$ cat config.mk
export PLATFORM = sky130hd
export DESIGN_NAME = slc3_mem_ctrl_flat
export DESIGN_NICKNAME = d
export VERILOG_FILES = /design/src/rtl/slc3_mem_ctrl_if.sv /design/src/rtl/slc3_mem_ctrl.sv /design/src/flat_wrapper.sv
export SDC_FILE = /design/constraint.sdc
export NUM_CORES = 1
export LEC_CHECK = 0
export BUFFER_PORTS_ARGS = -buffer_cell sky130_fd_sc_hd__buf_4
export CAP_MARGIN = 20
export CELL_PAD_IN_SITES_DETAIL_PLACEMENT = 1
export CELL_PAD_IN_SITES_GLOBAL_PLACEMENT = 1
export CORE_UTILIZATION = 41
export CTS_BUF_LIST = sky130_fd_sc_hd__clkbuf_2
export DETAILED_ROUTE_END_ITERATION = 10
export GPL_ROUTABILITY_DRIVEN = 1
export MAX_ROUTING_LAYER = met4
export PLACE_DENSITY = 0.95
export SYNTH_ARGS = -nofsm -noshare
export SYNTH_HDL_FRONTEND = slang
export SYNTH_SLANG_ARGS = --single-unit
$ cat constraint.sdc
create_clock -name Clk -period 3 [get_ports Clk]
set_clock_uncertainty 0.05 [all_clocks]
set_input_delay 0.3 -clock Clk [delete_from_list [all_inputs] [get_ports Clk]]
set_output_delay 0.3 -clock Clk [all_outputs]
set_load 0.01 [all_outputs]
$ cat src/rtl/slc3_mem_ctrl_if.sv
// Purpose: bundles the SLC-3 core request/response lines and the block RAM port seen by slc3_mem_ctrl.
// Latency: wiring only, no storage.
// Backpressure: none on the bus itself; the core holds its request level and waits for the R pulse.
//
// Ports (slave = controller view):
//   ADDR, Data_to_SRAM, OE, WE  core request (in)
//   Data_from_SRAM, R, busy     core response (out)
//   mem_en, mem_we, mem_addr, mem_din  block RAM command (out)
//   mem_dout                    block RAM read data (in)
interface slc3_mem_ctrl_if;
    logic [15:0] ADDR;
    logic [15:0] Data_to_SRAM;
    logic        OE;
    logic        WE;
    logic [15:0] Data_from_SRAM;
    logic        R;
    logic        busy;
    logic        mem_en;
    logic        mem_we;
    logic [15:0] mem_addr;
    logic [15:0] mem_din;
    logic [15:0] mem_dout;

    modport slave (
        input  ADDR, Data_to_SRAM, OE, WE, mem_dout,
        output Data_from_SRAM, R, busy, mem_en, mem_we, mem_addr, mem_din
    );

    modport master (
        output ADDR, Data_to_SRAM, OE, WE, mem_dout,
        input  Data_from_SRAM, R, busy, mem_en, mem_we, mem_addr, mem_din
    );
endinterface

$ cat src/rtl/slc3_mem_ctrl.sv
// Purpose: turns the SLC-3 core's level OE/WE requests into single-cycle block RAM accesses and returns R.
// Latency: write 2 cycles, read RD_LAT+2 cycles from the sampling edge to the R pulse.
// Backpressure: a new request is only sampled in IDLE; a request still held after R parks in HOLD until OE=WE=0.
//
// Ports: Clk (rising edge), Reset (async, active-low), bus (slc3_mem_ctrl_if.slave: core request/response
// plus block RAM command and read data). RD_LAT is the block RAM read latency, legal range 1..7.
module slc3_mem_ctrl #(
    parameter int unsigned RD_LAT = 2
) (
    input  logic           Clk,
    input  logic           Reset,
    slc3_mem_ctrl_if.slave bus
);
    typedef enum logic [2:0] {
        IDLE,
        RD_ISSUE,
        RD_WAIT,
        RD_DONE,
        WR_ISSUE,
        WR_DONE,
        HOLD
    } state_t;

    // RD_WAIT is left on the cycle the counter reads 0, so loading RD_LAT-1
    // places the capture exactly on the cycle mem_dout becomes valid.
    localparam logic [2:0] WAIT_LOAD = 3'(RD_LAT - 1);

    state_t      state_q;
    logic [2:0]  wait_cnt_q;
    logic [15:0] rd_data_q;
    logic [15:0] mem_addr_q;
    logic [15:0] mem_din_q;
    logic        r_q;
    logic        busy_q;
    logic        mem_en_q;
    logic        mem_we_q;

    // Outputs are registered alongside the state: each one is set on the edge
    // that enters the state in which it must be visible.
    always_ff @(posedge Clk or negedge Reset) begin
        if (!Reset) begin
            state_q    <= IDLE;
            wait_cnt_q <= 3'd0;
            rd_data_q  <= 16'h0000;
            mem_addr_q <= 16'h0000;
            mem_din_q  <= 16'h0000;
            r_q        <= 1'b0;
            busy_q     <= 1'b0;
            mem_en_q   <= 1'b0;
            mem_we_q   <= 1'b0;
        end else begin
            // Single-cycle pulses default low.
            mem_en_q <= 1'b0;
            mem_we_q <= 1'b0;
            r_q      <= 1'b0;
            case (state_q)
                IDLE: begin
                    // Write has priority when both request levels are high.
                    if (bus.WE) begin
                        mem_addr_q <= bus.ADDR;
                        mem_din_q  <= bus.Data_to_SRAM;
                        mem_en_q   <= 1'b1;
                        mem_we_q   <= 1'b1;
                        busy_q     <= 1'b1;
                        state_q    <= WR_ISSUE;
                    end else if (bus.OE) begin
                        mem_addr_q <= bus.ADDR;
                        mem_en_q   <= 1'b1;
                        busy_q     <= 1'b1;
                        state_q    <= RD_ISSUE;
                    end
                end
                WR_ISSUE: begin
                    r_q     <= 1'b1;
                    state_q <= WR_DONE;
                end
                WR_DONE: begin
                    state_q <= HOLD;
                end
                RD_ISSUE: begin
                    wait_cnt_q <= WAIT_LOAD;
                    state_q    <= RD_WAIT;
                end
                RD_WAIT: begin
                    if (wait_cnt_q == 3'd0) begin
                        rd_data_q <= bus.mem_dout;
                        r_q       <= 1'b1;
                        state_q   <= RD_DONE;
                    end else begin
                        wait_cnt_q <= wait_cnt_q - 3'd1;
                    end
                end
                RD_DONE: begin
                    state_q <= HOLD;
                end
                HOLD: begin
                    // Wait for the core to drop its request so it cannot re-issue.
                    if (!bus.OE && !bus.WE) begin
                        busy_q  <= 1'b0;
                        state_q <= IDLE;
                    end
                end
                default: begin
                    busy_q  <= 1'b0;
                    state_q <= IDLE;
                end
            endcase
        end
    end

    assign bus.Data_from_SRAM = rd_data_q;
    assign bus.R              = r_q;
    assign bus.busy           = busy_q;
    assign bus.mem_en         = mem_en_q;
    assign bus.mem_we         = mem_we_q;
    assign bus.mem_addr       = mem_addr_q;
    assign bus.mem_din        = mem_din_q;
endmodule

$ cat src/flat_wrapper.sv
// flat-port wrapper written by rule: the top's interface ports become plain ports
module slc3_mem_ctrl_flat 
#(
    parameter int unsigned RD_LAT = 2
)
  (Clk, Reset, bus_ADDR, bus_Data_to_SRAM, bus_OE, bus_WE, bus_mem_dout, bus_Data_from_SRAM, bus_R, bus_busy, bus_mem_en, bus_mem_we, bus_mem_addr, bus_mem_din);
  slc3_mem_ctrl_if bus_i ();
  input  logic Clk;
  input  logic Reset;
  input wire logic [$bits(bus_i.ADDR)-1:0] bus_ADDR;
  input wire logic [$bits(bus_i.Data_to_SRAM)-1:0] bus_Data_to_SRAM;
  input wire logic [$bits(bus_i.OE)-1:0] bus_OE;
  input wire logic [$bits(bus_i.WE)-1:0] bus_WE;
  input wire logic [$bits(bus_i.mem_dout)-1:0] bus_mem_dout;
  output wire logic [$bits(bus_i.Data_from_SRAM)-1:0] bus_Data_from_SRAM;
  output wire logic [$bits(bus_i.R)-1:0] bus_R;
  output wire logic [$bits(bus_i.busy)-1:0] bus_busy;
  output wire logic [$bits(bus_i.mem_en)-1:0] bus_mem_en;
  output wire logic [$bits(bus_i.mem_we)-1:0] bus_mem_we;
  output wire logic [$bits(bus_i.mem_addr)-1:0] bus_mem_addr;
  output wire logic [$bits(bus_i.mem_din)-1:0] bus_mem_din;
  assign bus_i.ADDR = bus_ADDR;
  assign bus_i.Data_to_SRAM = bus_Data_to_SRAM;
  assign bus_i.OE = bus_OE;
  assign bus_i.WE = bus_WE;
  assign bus_i.mem_dout = bus_mem_dout;
  assign bus_Data_from_SRAM = bus_i.Data_from_SRAM;
  assign bus_R = bus_i.R;
  assign bus_busy = bus_i.busy;
  assign bus_mem_en = bus_i.mem_en;
  assign bus_mem_we = bus_i.mem_we;
  assign bus_mem_addr = bus_i.mem_addr;
  assign bus_mem_din = bus_i.mem_din;
  slc3_mem_ctrl #(.RD_LAT(RD_LAT)) u_core (.Clk(Clk), .Reset(Reset), .bus(bus_i));
endmodule
==> impl_results.md <==
* Syn_area_per_cell at ~16 sq um
* I/O Pins at 104
* Startpoint class of the critical path: flop
* Clock Power Share at 0.133
* All-Layer GR Usage at 0.244
* Uppermost layer routed: met4
* RSZ-0062 raised after global routing: no
* Hold path startpoint: bus_ADDR[13]
* Clock Sink Count at a little under 60
* Remaining routing DRC violations at 0
* Wire length on met1 at 2890 um
* Reg power frac at 0.412
* Wire per inst at 19.3 um
* Final Hold Fails at 0
* Pwr/cell area at 958 nW/um^2
* CP endpoint kind: flop
* Yosys warnings at 0
* Synth area leaders: dfrtp_1 61%, mux2_2 19%, mux2_4 5.7%
* Final period util at 0.748
* Setup TNS at 0 ns
* Clk_lat worst skew at 0.50 ns
* Max Clock Freq at between 400 and 500 MHz
* Die Y at ~78 um
* Int Pwr at between 2 and 2.5 mW
* Area share of the largest cell type after synthesis at 0.614
* RR Startpoint: u_core.wait_cnt_q[1]
* Level count of the clock H-tree at 3
* Die width at 77.9 um
* Fill cell count at between 500 and 600
* Max Slew Vio Count at 0
* Port bufs at about 100
* Largest net degree at the start of global routing at slightly below 60
* Post-synth top flop: dfrtp_1
* Worst path max stage delay at ~0.65 ns
* CTS resizes at 0
* Slowest cell on the critical path: nor2_2
* Register bit total from synthesis at 58
* Combinational Power Share at 0.455
* Ordered list of cells on the worst path: inv_1 > ha_1 > ha_1 > nand3b_1 > nor2_2 > mux2_2
* P_leak at approximately 1.8 nW
* Clk pin slew, worst setup/hold paths at 0.20 ns
* GR Overflow Total at 0
* Starting Density at 0.426
* DIE AREA at a little over 6000 sq um
* Switching share of power at 0.355
* Post-synthesis instance total at 150
* Met3 Routed Length at between 300 and 400 um
* Vias in the first global route at slightly above 2k
* Final min period at ~2.2 ns
* Synth unique cells at 30
* Ratio of cells with drive above 1 in the final layout at 0.545
* Final Net Count at 360
* Worst slew pin tran at around 0.85 ns
* WS Path Type: flop to flop
* Most frequent cells in the layout: 104 x buf_4, 58 x dfrtp_1, 48 x dlygate4sd3_1
* Most Frequent Cell on Critical Path: ha_1
* Post-synth EDFFs at 0
* Synthesis-to-finish area growth at 59.0%
* DRC marker count from the first detailed-route iteration at between 60 and 70
* Global-route wire length before repair at 10500 um
* Initial antenna violation count at 0
* Commonest non-fill, non-tap cell in the layout: buf_4
* Metal2 WL at about 3900 um
* Clk buf depth at 2
* Crit-path max FO at 16
* Register area at between 1000 and 1500 sq um
* Post-synthesis cell area at about 2400 sq um
* Vias at 1859
* Async SR Flop Fraction at 1.00
* Critical Path Start: u_core.wait_cnt_q[1]
* Hpwl dp at 3780 um
* Outcome: completed
* Worst slew margin at 0.433
* Syn_nets at about 200
* DRT Pass-1 Iters at 4
* Design area at 3750 sq um
* Rows at 27
* Register area share after synthesis at 0.614
* Post-DP Area at ~3200 sq um
* CTS tree: built
* Max-cap violations at 0
* CTS root buf: clkbuf_2
* Top cell type by total area after synthesis: dfrtp_1
* Placeable core area at 5540 sq um
* Area of the multi-input gates at 838 sq um
* Vias per inst at slightly below 5
* VDD IR max at just under 0.0005 V
* Placer Congestion at 0.702
* Hold Path Class: input port to flop
* Crit path DAT at about 2.6 ns
* Net Switching at 1.27 mW
* Routed Antenna Nets at 0
* Post-Route WL at roughly 7400 um
* Num CTS Buffers at 9
* Setup Viol. Count Final at 0
* Required @ worst endpoint at roughly 3.3 ns
==> state kept, by name, indices dropped and copies added, names as in the netlist <==
name and flops:
u_core.bus.Data_from_SRAM 16, u_core.bus.mem_addr 16, u_core.bus.mem_din 16, u_core.state_q 3, u_core.wait_cnt_q 3, u_core.bus.R 1
u_core.bus.busy 1, u_core.bus.mem_en 1, u_core.bus.mem_we 1
==> layer usage <==
| metal | GRT usage | up-vias |
|---|---|---|
| met4 | 0.120 | 0 |
| met5 | - | - |
| met3 | 0.0588 | 13 |
| met1 | 0.270 | 935 |
| li1 | - | 842 |
| met2 | 0.414 | 69 |
==> cell usage after synthesis, types with 2 or more instances <==
| master | instances |
|---|---|
| a21oi_1 | 5 |
| a221o_1 | 2 |
| buf_6 | 2 |
| clkbuf_1 | 2 |
| dfrtp_1 | 58 |
| ha_1 | 2 |
| inv_1 | 4 |
| mux2_2 | 39 |
| mux2_4 | 9 |
| nand2b_1 | 2 |
| nor2_1 | 4 |
| nor3_1 | 2 |
| o21ai_0 | 2 |
==> worst max-delay path, delay by kind of cell (launching register included) <==
family | cells | cell delay [ns]
buffers and inverters | 1 | 0.08
DFF | 1 | 0.42
and+or+nand+nor | 2 | 0.80
adders and majority gates | 2 | 0.34
muxes | 1 | 0.41
==> cell families (layout without fill, tap and decap cells) <==
family | count (synthesis) | count (layout) | share of synthesized area
buffers and inverters | 11 | 171 | 0.0307
AOI/OAI and AO/OA | 16 | 16 | 0.0524
other | 0 | 1 | 0
muxes | 48 | 48 | 0.243
DFF | 58 | 58 | 0.614
and+or+nand+nor | 15 | 15 | 0.0487
adders and majority gates | 2 | 2 | 0.0106
==> final cells by class <==
class                      instances  area share
timing repair buffer             152       0.336
inverter                           4     0.00400
clock inverter                     5      0.0123
multi-input combinational         81       0.223
antenna                            1    0.000666
clock buffer                      10      0.0133
tap                               72      0.0240
sequential                        58       0.387
==> path summary, 6_finish.rpt <==
check,endpoint,slack [ns],cells past startpoint
setup / recovery,u_core.bus.Data_from_SRAM[5],0.75,6
hold / removal,u_core.bus.mem_addr[13],0.04,2
setup reg to reg,u_core.bus.Data_from_SRAM[5],0.75,6
hold reg to reg,u_core.bus.Data_from_SRAM[1],0.48,1
max in group asynchronous,u_core.bus.mem_addr[11],2.05,2
min in group asynchronous,u_core.bus.mem_din[0],0.33,2
==> per-stage QoR <==
stage	power (mW)	instances	setup slack [ns]	hold slack (ns)	utilization
2_1_floorplan	2.27	150	1.19	-0.0456	-
3_3_place_gp	2.92	319	0.936	0.357	0.573
3_5_place_dp	3.01	319	0.806	0.357	0.573
4_1_cts	3.51	372	0.775	0.000524	0.659
5_1_grt	3.81	382	0.653	-0.00256	0.677
6_report	3.60	383	0.755	0.0359	0.678
==> repair_timing <==
item                      CTS  global route
setup buffers               0             0
hold endpoints to repair   95            10
hold buffers               38            10
==> power groups by stage <==
stage / registers [mW] / clock network [mW] / logic [mW]
CTS: 1.45 / 0.468 / 1.60
detailed placement: 1.46 / 0 / 1.55
floorplan: 1.54 / 0 / 0.737
global route: 1.53 / 0.519 / 1.76
finish: 1.48 / 0.478 / 1.64
global placement: 1.44 / 0 / 1.49
(Power assumes the default switching activity.)
